--- config.mk ---
export PLATFORM = sky130hd
export DESIGN_NAME = dpram_port_arbiter
export DESIGN_NICKNAME = d
export VERILOG_FILES = /design/src/rtl/dpram_port_arbiter.sv
export SDC_FILE = /design/constraint.sdc
export NUM_CORES = 1
export LEC_CHECK = 0
export CORE_MARGIN = 10
export CORE_UTILIZATION = 40
export CTS_CLUSTER_DIAMETER = 60
export DETAILED_ROUTE_END_ITERATION = 10
export HOLD_SLACK_MARGIN = 0.12
export MAX_ROUTING_LAYER = met4
export PLACE_DENSITY = 0.74
export SLEW_MARGIN = 10
export SYNTH_ARGS = -nofsm -noshare
export SYNTH_HDL_FRONTEND = slang
export SYNTH_SLANG_ARGS = --single-unit
--- constraint.sdc ---
create_clock -name clk -period 6.4 [get_ports clk]
set_input_delay 1.28 -clock clk [delete_from_list [all_inputs] [get_ports clk]]
set_output_delay 1.28 -clock clk [all_outputs]
set_load 0.01 [all_outputs]
--- src/rtl/dpram_port_arbiter.sv ---
// dpram_port_arbiter: shares the A/B ports of a dual-port RAM among NREQ
// requesters. Each cycle it grants up to two requests round-robin (first to
// port A, second to port B), skips same-address hazards, and returns read
// data to the originating requester two cycles after the grant.
// Optional: define DPRAM_ARB_COLL_CNT_EN to add a saturating 16-bit
// conflict-cycle counter output coll_cnt.
module dpram_port_arbiter #(
  parameter int NREQ  = 4,
  parameter int DEPTH = 8,
  parameter int WIDTH = 8,
  localparam int AW   = $clog2(DEPTH),
  localparam int PW   = (NREQ > 1) ? $clog2(NREQ) : 1
) (
  input  logic                  clk,
  input  logic                  rst,
  input  logic [NREQ-1:0]       req,
  input  logic [NREQ-1:0]       we,
  input  logic [NREQ*AW-1:0]    addr,
  input  logic [NREQ*WIDTH-1:0] wdata,
  output logic [NREQ-1:0]       gnt,
  output logic [NREQ-1:0]       rvalid,
  output logic [NREQ*WIDTH-1:0] rdata,
  output logic                  w_en_a,
  output logic                  w_en_b,
  output logic [AW-1:0]         addr_a,
  output logic [AW-1:0]         addr_b,
  output logic [WIDTH-1:0]      data_in_a,
  output logic [WIDTH-1:0]      data_in_b,
  input  logic [WIDTH-1:0]      data_out_a,
  input  logic [WIDTH-1:0]      data_out_b
`ifdef DPRAM_ARB_COLL_CNT_EN
  ,
  output logic [15:0]           coll_cnt
`endif
);

  logic [PW-1:0] ptr;
  logic          found_a, found_b, skipped;
  logic [PW-1:0] idx_a, idx_b, cand;

  // Read tags: stage 1 travels with the port registers, stage 2 with data_out
  logic          t1a_v, t1b_v, t2a_v, t2b_v;
  logic [PW-1:0] t1a_i, t1b_i, t2a_i, t2b_i;

  function automatic logic [PW-1:0] next_idx(input logic [PW-1:0] idx);
    return (idx == PW'(NREQ - 1)) ? '0 : idx + 1'b1;
  endfunction

  // Round-robin scan from ptr: first request -> A, next non-conflicting -> B
  always_comb begin
    found_a = 1'b0;
    found_b = 1'b0;
    skipped = 1'b0;
    idx_a   = '0;
    idx_b   = '0;
    cand    = '0;
    for (int unsigned k = 0; k < NREQ; k++) begin
      cand = PW'((32'(ptr) + k) % NREQ);
      if (req[cand]) begin
        if (!found_a) begin
          found_a = 1'b1;
          idx_a   = cand;
        end else if (!found_b) begin
          // Read/read to the same word is harmless; anything with a write is not
          if ((addr[cand*AW +: AW] == addr[idx_a*AW +: AW]) && (we[cand] || we[idx_a]))
            skipped = 1'b1;
          else begin
            found_b = 1'b1;
            idx_b   = cand;
          end
        end
      end
    end
  end

  // Grant vector, forced low while reset is asserted
  always_comb begin
    gnt = '0;
    if (!rst) begin
      if (found_a) gnt[idx_a] = 1'b1;
      if (found_b) gnt[idx_b] = 1'b1;
    end
  end

  // Pointer, registered RAM port signals and read-tag pipeline
  always_ff @(posedge clk or posedge rst) begin
    if (rst) begin
      ptr       <= '0;
      w_en_a    <= 1'b0;
      w_en_b    <= 1'b0;
      addr_a    <= '0;
      addr_b    <= '0;
      data_in_a <= '0;
      data_in_b <= '0;
      t1a_v     <= 1'b0;
      t1b_v     <= 1'b0;
      t2a_v     <= 1'b0;
      t2b_v     <= 1'b0;
      t1a_i     <= '0;
      t1b_i     <= '0;
      t2a_i     <= '0;
      t2b_i     <= '0;
    end else begin
      if (found_b)      ptr <= next_idx(idx_b);
      else if (found_a) ptr <= next_idx(idx_a);

      w_en_a <= found_a & we[idx_a];
      w_en_b <= found_b & we[idx_b];
      if (found_a) begin
        addr_a    <= addr[idx_a*AW +: AW];
        data_in_a <= wdata[idx_a*WIDTH +: WIDTH];
      end
      if (found_b) begin
        addr_b    <= addr[idx_b*AW +: AW];
        data_in_b <= wdata[idx_b*WIDTH +: WIDTH];
      end

      t1a_v <= found_a & ~we[idx_a];
      t1b_v <= found_b & ~we[idx_b];
      t1a_i <= idx_a;
      t1b_i <= idx_b;
      t2a_v <= t1a_v;
      t2b_v <= t1b_v;
      t2a_i <= t1a_i;
      t2b_i <= t1b_i;
    end
  end

  // Route RAM read data back to the requester that owns each port's tag
  always_comb begin
    rvalid = '0;
    rdata  = '0;
    if (t2a_v) begin
      rvalid[t2a_i]                = 1'b1;
      rdata[t2a_i*WIDTH +: WIDTH]  = data_out_a;
    end
    if (t2b_v) begin
      rvalid[t2b_i]                = 1'b1;
      rdata[t2b_i*WIDTH +: WIDTH]  = data_out_b;
    end
  end

`ifdef DPRAM_ARB_COLL_CNT_EN
  // Saturating count of cycles in which a request was held off by a conflict
  always_ff @(posedge clk or posedge rst) begin
    if (rst)
      coll_cnt <= '0;
    else if (skipped && (coll_cnt != '1))
      coll_cnt <= coll_cnt + 16'd1;
  end
`endif

endmodule

==> flow_summary.ini, run 1 <==
[outcome]
outcome = finished, final reports clean

[clock_network]
cts_root_buf = clkbuf_8
clock_sinks = 38
cts_tree = yes
clk_path_buf_depth = 2
cts_buffers = 5
clk_latency_ns = 0.29
htree_num_levels = 2
clk_pin_slew_ns = 0.07

[synth]
ys.flop_type = dfrtp_1
ys_warn_count = 0
async_reset_ff_frac = 1.00
synth_edf_count = 0
synth-seq-cells = 38
syn-num-nets = 510
syn_inst = 419
yosysSeqAreaShare = 0.234
netlist_area_um2 = 4060
avgSynthCellArea_um2 = 9.68
yosysUniqueCellTypes = 63

[layout]
syn_to_final_growth_pct = 43.5
final_area_um2 = 5820
drive_gt1_frac = 0.169
fill_cells = 842
post-route-util = 0.593
fin_nets = 658
final_common_cell = clkdlybuf4s50_1
final_cell_mix = 129 x clkdlybuf4s50_1, 58 x nand2_1, 53 x mux2i_1
antenna_cells = 0

[critical_path]
cp-start-kind = input port
r2r_start = ptr[0]
endpoint_kind = primary output
criticalPathCategory = in -> out
reg2reg_depth = 17
path_max_fanout = 4
arrival_ns = 4.92
crit_start = req[3]
critPathRequiredTime_ns = 5.12

[global_routing]
grt_use_met3 = 0.0396
grt_util_all_layers = 0.183
grt_util_met2 = 0.305
grt_pass1_vias = 4165
grt_pass1_wl_um = 21600
grt_max_degree = 39
busiest_layer = met2
gr-total-overflow = 0
use_met1 = 0.220
antenna_found_initial = 0

[timing]
finalClockSkew_ns = 0.00788
slew_viol_final = 0
slew_headroom = 0.296
layout_setup_ws_ns = 0.199
hold_violations = 0
fin_crit_sh = 0.969
setup_viol = 0
whs_ns = 0.351
worstMarginPinSlew_ns = 1.05
max_freq_ghz = 0.161
period_needed_ns = 6.20

[routing]
vias = 4027
first_iter_violations = 407
via_per_inst = 5.74
drc = 0
detail-route-antenna-nets = 0
wl_per_cell_um = 19.1
wl_um = 13400
detail_route.first_pass.iterations = 5

[floorplanning]
die_height_um = 121
fp.coreArea_um2 = 9820
ioPinCount = 134
initial_core_util = 0.413
num_rows = 36
die_area_um2 = 14600
fp.dieW_um = 121

[power]
p_leak_nw = 2.56
irDropWorstVdd_mv = 0.472
power_density_nw_per_um2 = 558

[flow_run]
cap_violations = 0

[worst_hold_path]
min_from = t1b_i[1]
worst_hold_path.num_cells = 0
min_path_type = reg -> reg

[placement]
place.gp.congestion = 0.916
dpl_worst_slack_ns = -0.233
place.port_buffers = 133
dpl_cell_area_um2 = 5640
place_hpwl_um = 10400
==> power breakdown <==
group          total, mW  internal, mW  leakage, nW  switching (mW)
logic               2.57          1.27         2.05            1.29
registers          0.477         0.379        0.448          0.0986
clock network      0.202         0.115       0.0579          0.0874
total               3.24          1.77         2.56            1.48
==> synthesized netlist by cell type (2+ instances only) <==
| library cell | instances | area, µm² |
|---|---|---|
| a211o_1 | 2 | 17.5 |
| a21boi_0 | 2 | 15.0 |
| a21o_1 | 2 | 15.0 |
| a21oi_1 | 13 | 65.1 |
| a222oi_1 | 10 | 100 |
| a22o_1 | 34 | 298 |
| a31oi_1 | 2 | 12.5 |
| and2_1 | 5 | 31.3 |
| and4_1 | 2 | 17.5 |
| buf_2 | 12 | 60.1 |
| buf_6 | 3 | 33.8 |
| clkbuf_1 | 10 | 37.5 |
| dfrtp_1 | 38 | 951 |
| ha_1 | 21 | 263 |
| inv_1 | 26 | 97.6 |
| mux2i_1 | 54 | 541 |
| mux4_2 | 27 | 608 |
| nand2_1 | 59 | 221 |
| nand2b_1 | 5 | 31.3 |
| nand3_1 | 6 | 30.0 |
| nor2_1 | 19 | 71.3 |
| nor2b_1 | 4 | 25.0 |
| nor3_1 | 4 | 20.0 |
| o211ai_1 | 2 | 15.0 |
| o21ai_0 | 8 | 40.0 |
| o21ai_1 | 4 | 20.0 |
| o32a_1 | 2 | 20.0 |
| or3_1 | 2 | 12.5 |
| xnor2_1 | 5 | 43.8 |
| xor2_1 | 3 | 26.3 |
==> kinds of logic after synthesis <==
group	Yosys count	share of synthesized area
AOI/OAI and AO/OA	98	0.194
xor gates and xnor gates	8	0.0173
adders and majority gates	21	0.0648
buffers and inverters	55	0.0651
DFF	38	0.234
muxes	84	0.294
and+or+nand+nor	115	0.130
==> final timing paths <==
path / end / slack [ns]
worst max register to register: ptr[0] / 2.36
worst min-delay path: t2b_i[1] / 0.35
max in group asynchronous: ptr[1] / 4.51
min in group asynchronous: data_in_b[2] / 1.55
worst min register to register: t2b_i[1] / 0.35
worst max-delay path: gnt[0] / 0.20
==> worst max-delay path, stage by stage <==
cell and delay (ns):
clkdlybuf4s50_1 0.42, and2_1 0.18, o21ai_2 0.15, o21ai_2 0.09, ha_1 0.31, inv_1 0.07
mux2i_1 0.14, nand4_1 0.16, buf_4 0.19, a221o_1 0.37, and3_1 0.15, o22a_1 0.21
a31oi_4 0.27, buf_4 0.16, buf_4 0.11, a211oi_2 0.05, buf_4 0.16, a22oi_1 0.14
nor2_1 0.06, clkdlybuf4s15_1 0.24
==> through the flow <==
stage / std cells / power, mW / setup TNS, ns
3_3_place_gp: 687 / 2.85 / -0.0337
3_5_place_dp: 687 / 2.92 / -0.672
6_report: 701 / 3.24 / 0
5_1_grt: 701 / 3.50 / -0.00202
2_1_floorplan: 419 / 2.13 / 0
4_1_cts: 696 / 3.19 / 0
==> metal layers <==
layer  up-vias  share of wire  routed length [µm]
met1      1955           0.43                5700
met2       169           0.50                6640
met3        17          0.066                 890
met4         0          0.012                 162
met5         -              0                   0
li1       1886              -                   -
==> timing repair <==
item | 4_1_cts | 5_1_grt
buffers inserted | 1 | 5
resized for setup | 10 | 11
endpoints found under the setup margin | 4 | 4
hold buffers | 0 | 0
endpoints found under the hold margin | 0 | 0
pin swaps | 1 | 6
==> state kept, by name (all words and copies together) (netlist names), 2 cells and up <==
signal and cells:
ptr 2, addr_a 3, t1b_i 2, addr_b 3, t2b_i 2, data_in_a 8
t2a_i 2, t1a_i 2, data_in_b 8
==> cell type report <==
type,instances,area (µm²),share of cell area
clock buffers,5,68.8,0.0118
clock inverters,3,40.0,0.00688
inverters,27,101,0.0174
multi-input cells,326,2900,0.498
flip-flops and latches,38,951,0.163
well taps,133,166,0.0286
repair buffers,169,1590,0.273
Note: power is estimated with default switching activity, not from simulation.
==> run 2: changes to the inputs <==
Settings changed: CTS_CLUSTER_DIAMETER 60 to 40.
==> results of run 2 <==
The final DEF is identical to that of run 1; final timing and power are the same.
==> run 3: changes to the inputs <==
Settings changed: CORE_UTILIZATION 40 to 29, PLACE_DENSITY 0.74 to 0.58.
Clock period 6.4 ns to 7.3 ns, I/O delays scaled along.
==> flow_summary.ini, run 3 (same netlist as run 1, synthesis figures left out) <==
[outcome]
outcome = finished, final reports clean

[timing]
tns_ns = 0
slew_headroom = 0.349
period_needed_ns = 7.08
worstMarginPinSlew_ns = 0.969
fin_crit_sh = 0.970
max_freq_ghz = 0.141
setup_viol = 0
slew_viol_final = 0
hold_violations = 0
rsz0062_at_grt = true
whs_ns = 0.344
finalClockSkew_ns = 0.00306

[routing]
drc = 0
detail_route.first_pass.iterations = 7
detail-route-antenna-nets = 0
wl_per_cell_um = 19.3
first_iter_violations = 192
via_per_inst = 5.32
wl_um = 14200
vias = 3911

[floorplanning]
initial_core_util = 0.294
fp.coreArea_um2 = 13800
fp.dieW_um = 138
ioPinCount = 134
die_height_um = 138
die_area_um2 = 19100
num_rows = 43

[clock_network]
cts_buffers = 5
cts_tree = yes
clk_latency_ns = 0.27
clk_path_buf_depth = 2
cts_root_buf = clkbuf_16
hold_buffers = 0
clock_sinks = 38
htree_num_levels = 2
clk_pin_slew_ns = 0.06

[placement]
place_hpwl_um = 11300
place.gp.congestion = 0.915
place.port_buffers = 133

[global_routing]
grt_pass1_wl_um = 22400
grt_util_all_layers = 0.144
gr-total-overflow = 0
grt_max_degree = 39
grt_pass1_vias = 4041
antenna_found_initial = 0

[power]
switching_share = 0.441
p_leak_nw = 2.52
p_switching_mw = 1.24
comb_power_share = 0.748
power_density_nw_per_um2 = 480
clockPowerShare = 0.102
irDropWorstVdd_mv = 0.270
power_frac_seq = 0.150
intPower_mw = 1.57

[worst_hold_path]
worst_hold_path.num_cells = 0
min_from = t1b_i[1]
min_path_type = reg -> reg
whs_endpoint = t2b_i[1]

[critical_path]
reg2reg_to = w_en_b
endpoint_kind = primary output
cp-start-kind = input port
crit_start = req[3]
criticalPathCategory = in -> out
path_max_fanout = 6
critPathRequiredTime_ns = 5.84
reg2reg_setup_slack_ns = 3.24
arrival_ns = 5.62
r2r_start = ptr[1]
reg2reg_depth = 12

[layout]
multiInputGateArea_um2 = 2880
antenna_cells = 0
syn_to_final_growth_pct = 44.5
fin_nets = 645
fill_cells = 1403
final_common_cell = clkdlybuf4s50_1
drive_gt1_frac = 0.133
regArea_um2 = 951
largestRegisters = data_in_a: 8 flops, data_in_b: 8 flops
final_cell_mix = 133 x clkdlybuf4s50_1, 59 x nand2_1, 53 x mux2i_1

[flow_run]
cap_violations = 0
[run 3: final cells by class]
type,instances,share of cell area
multi-input combinational,326,0.491
timing repair buffer,156,0.257
sequential,38,0.162
tap,180,0.0384
clock buffer,6,0.0237
inverter,27,0.0173
clock inverter,2,0.0103
[run 3: worst max-delay path, stage by stage]
cell and delay [ns]:
clkdlybuf4s50_1 0.41, and2_1 0.19, o21ai_2 0.14, o21ai_0 0.14, ha_1 0.33, inv_1 0.20
mux4_2 0.53, xor2_1 0.15, nor3_1 0.22, a21oi_2 0.13, a311oi_1 0.43, a311oi_4 0.11
inv_2 0.11, ha_1 0.17, nand2b_1 0.06, a21oi_1 0.23, clkdlybuf4s50_1 0.60
[run 3: stage by stage]
| stage | instances | cell area (µm²) | power, mW | setup WS, ns | util |
|---|---|---|---|---|---|
| after floorplan | 419 | 4060 | 1.86 | 1.10 | - |
| after global placement | 727 | 5650 | 2.50 | 0.247 | 0.410 |
| after detailed placement | 727 | 5650 | 2.53 | 0.195 | 0.410 |
| after CTS | 735 | 5850 | 2.83 | 0.177 | 0.424 |
| after global routing | 735 | 5860 | 3.03 | -0.00794 | 0.425 |
| final | 735 | 5860 | 2.81 | 0.218 | 0.425 |
[run 3: routing by layer]
layer	track usage	vias up	share of wire
met1	0.177	1881	0.44
met3	0.0212	15	0.047
li1	-	1858	-
met4	0.0294	0	0.017
met5	-	-	0
met2	0.244	157	0.50
[run 3: power groups by stage]
stage / clock, mW / sequential, mW / combinational (mW)
global placement: 0 / 0.423 / 2.08
CTS: 0.291 / 0.426 / 2.11
global route: 0.301 / 0.440 / 2.29
floorplan: 0 / 0.424 / 1.44
detailed placement: 0 / 0.429 / 2.10
finish: 0.286 / 0.422 / 2.10
[run 3: timing repair]
action | in CTS | in global routing
endpoints found under the setup margin | 0 | 3
buffers inserted | 0 | 0
gates resized for setup | 0 | 2
[run 3: worst max-delay path by stage]
stage / to / cells after the start
floorplan: gnt[2] / 17
global placement: gnt[0] / 16
detailed placement: gnt[0] / 16
CTS: gnt[0] / 16
global route: gnt[3] / 17
finish: gnt[3] / 17
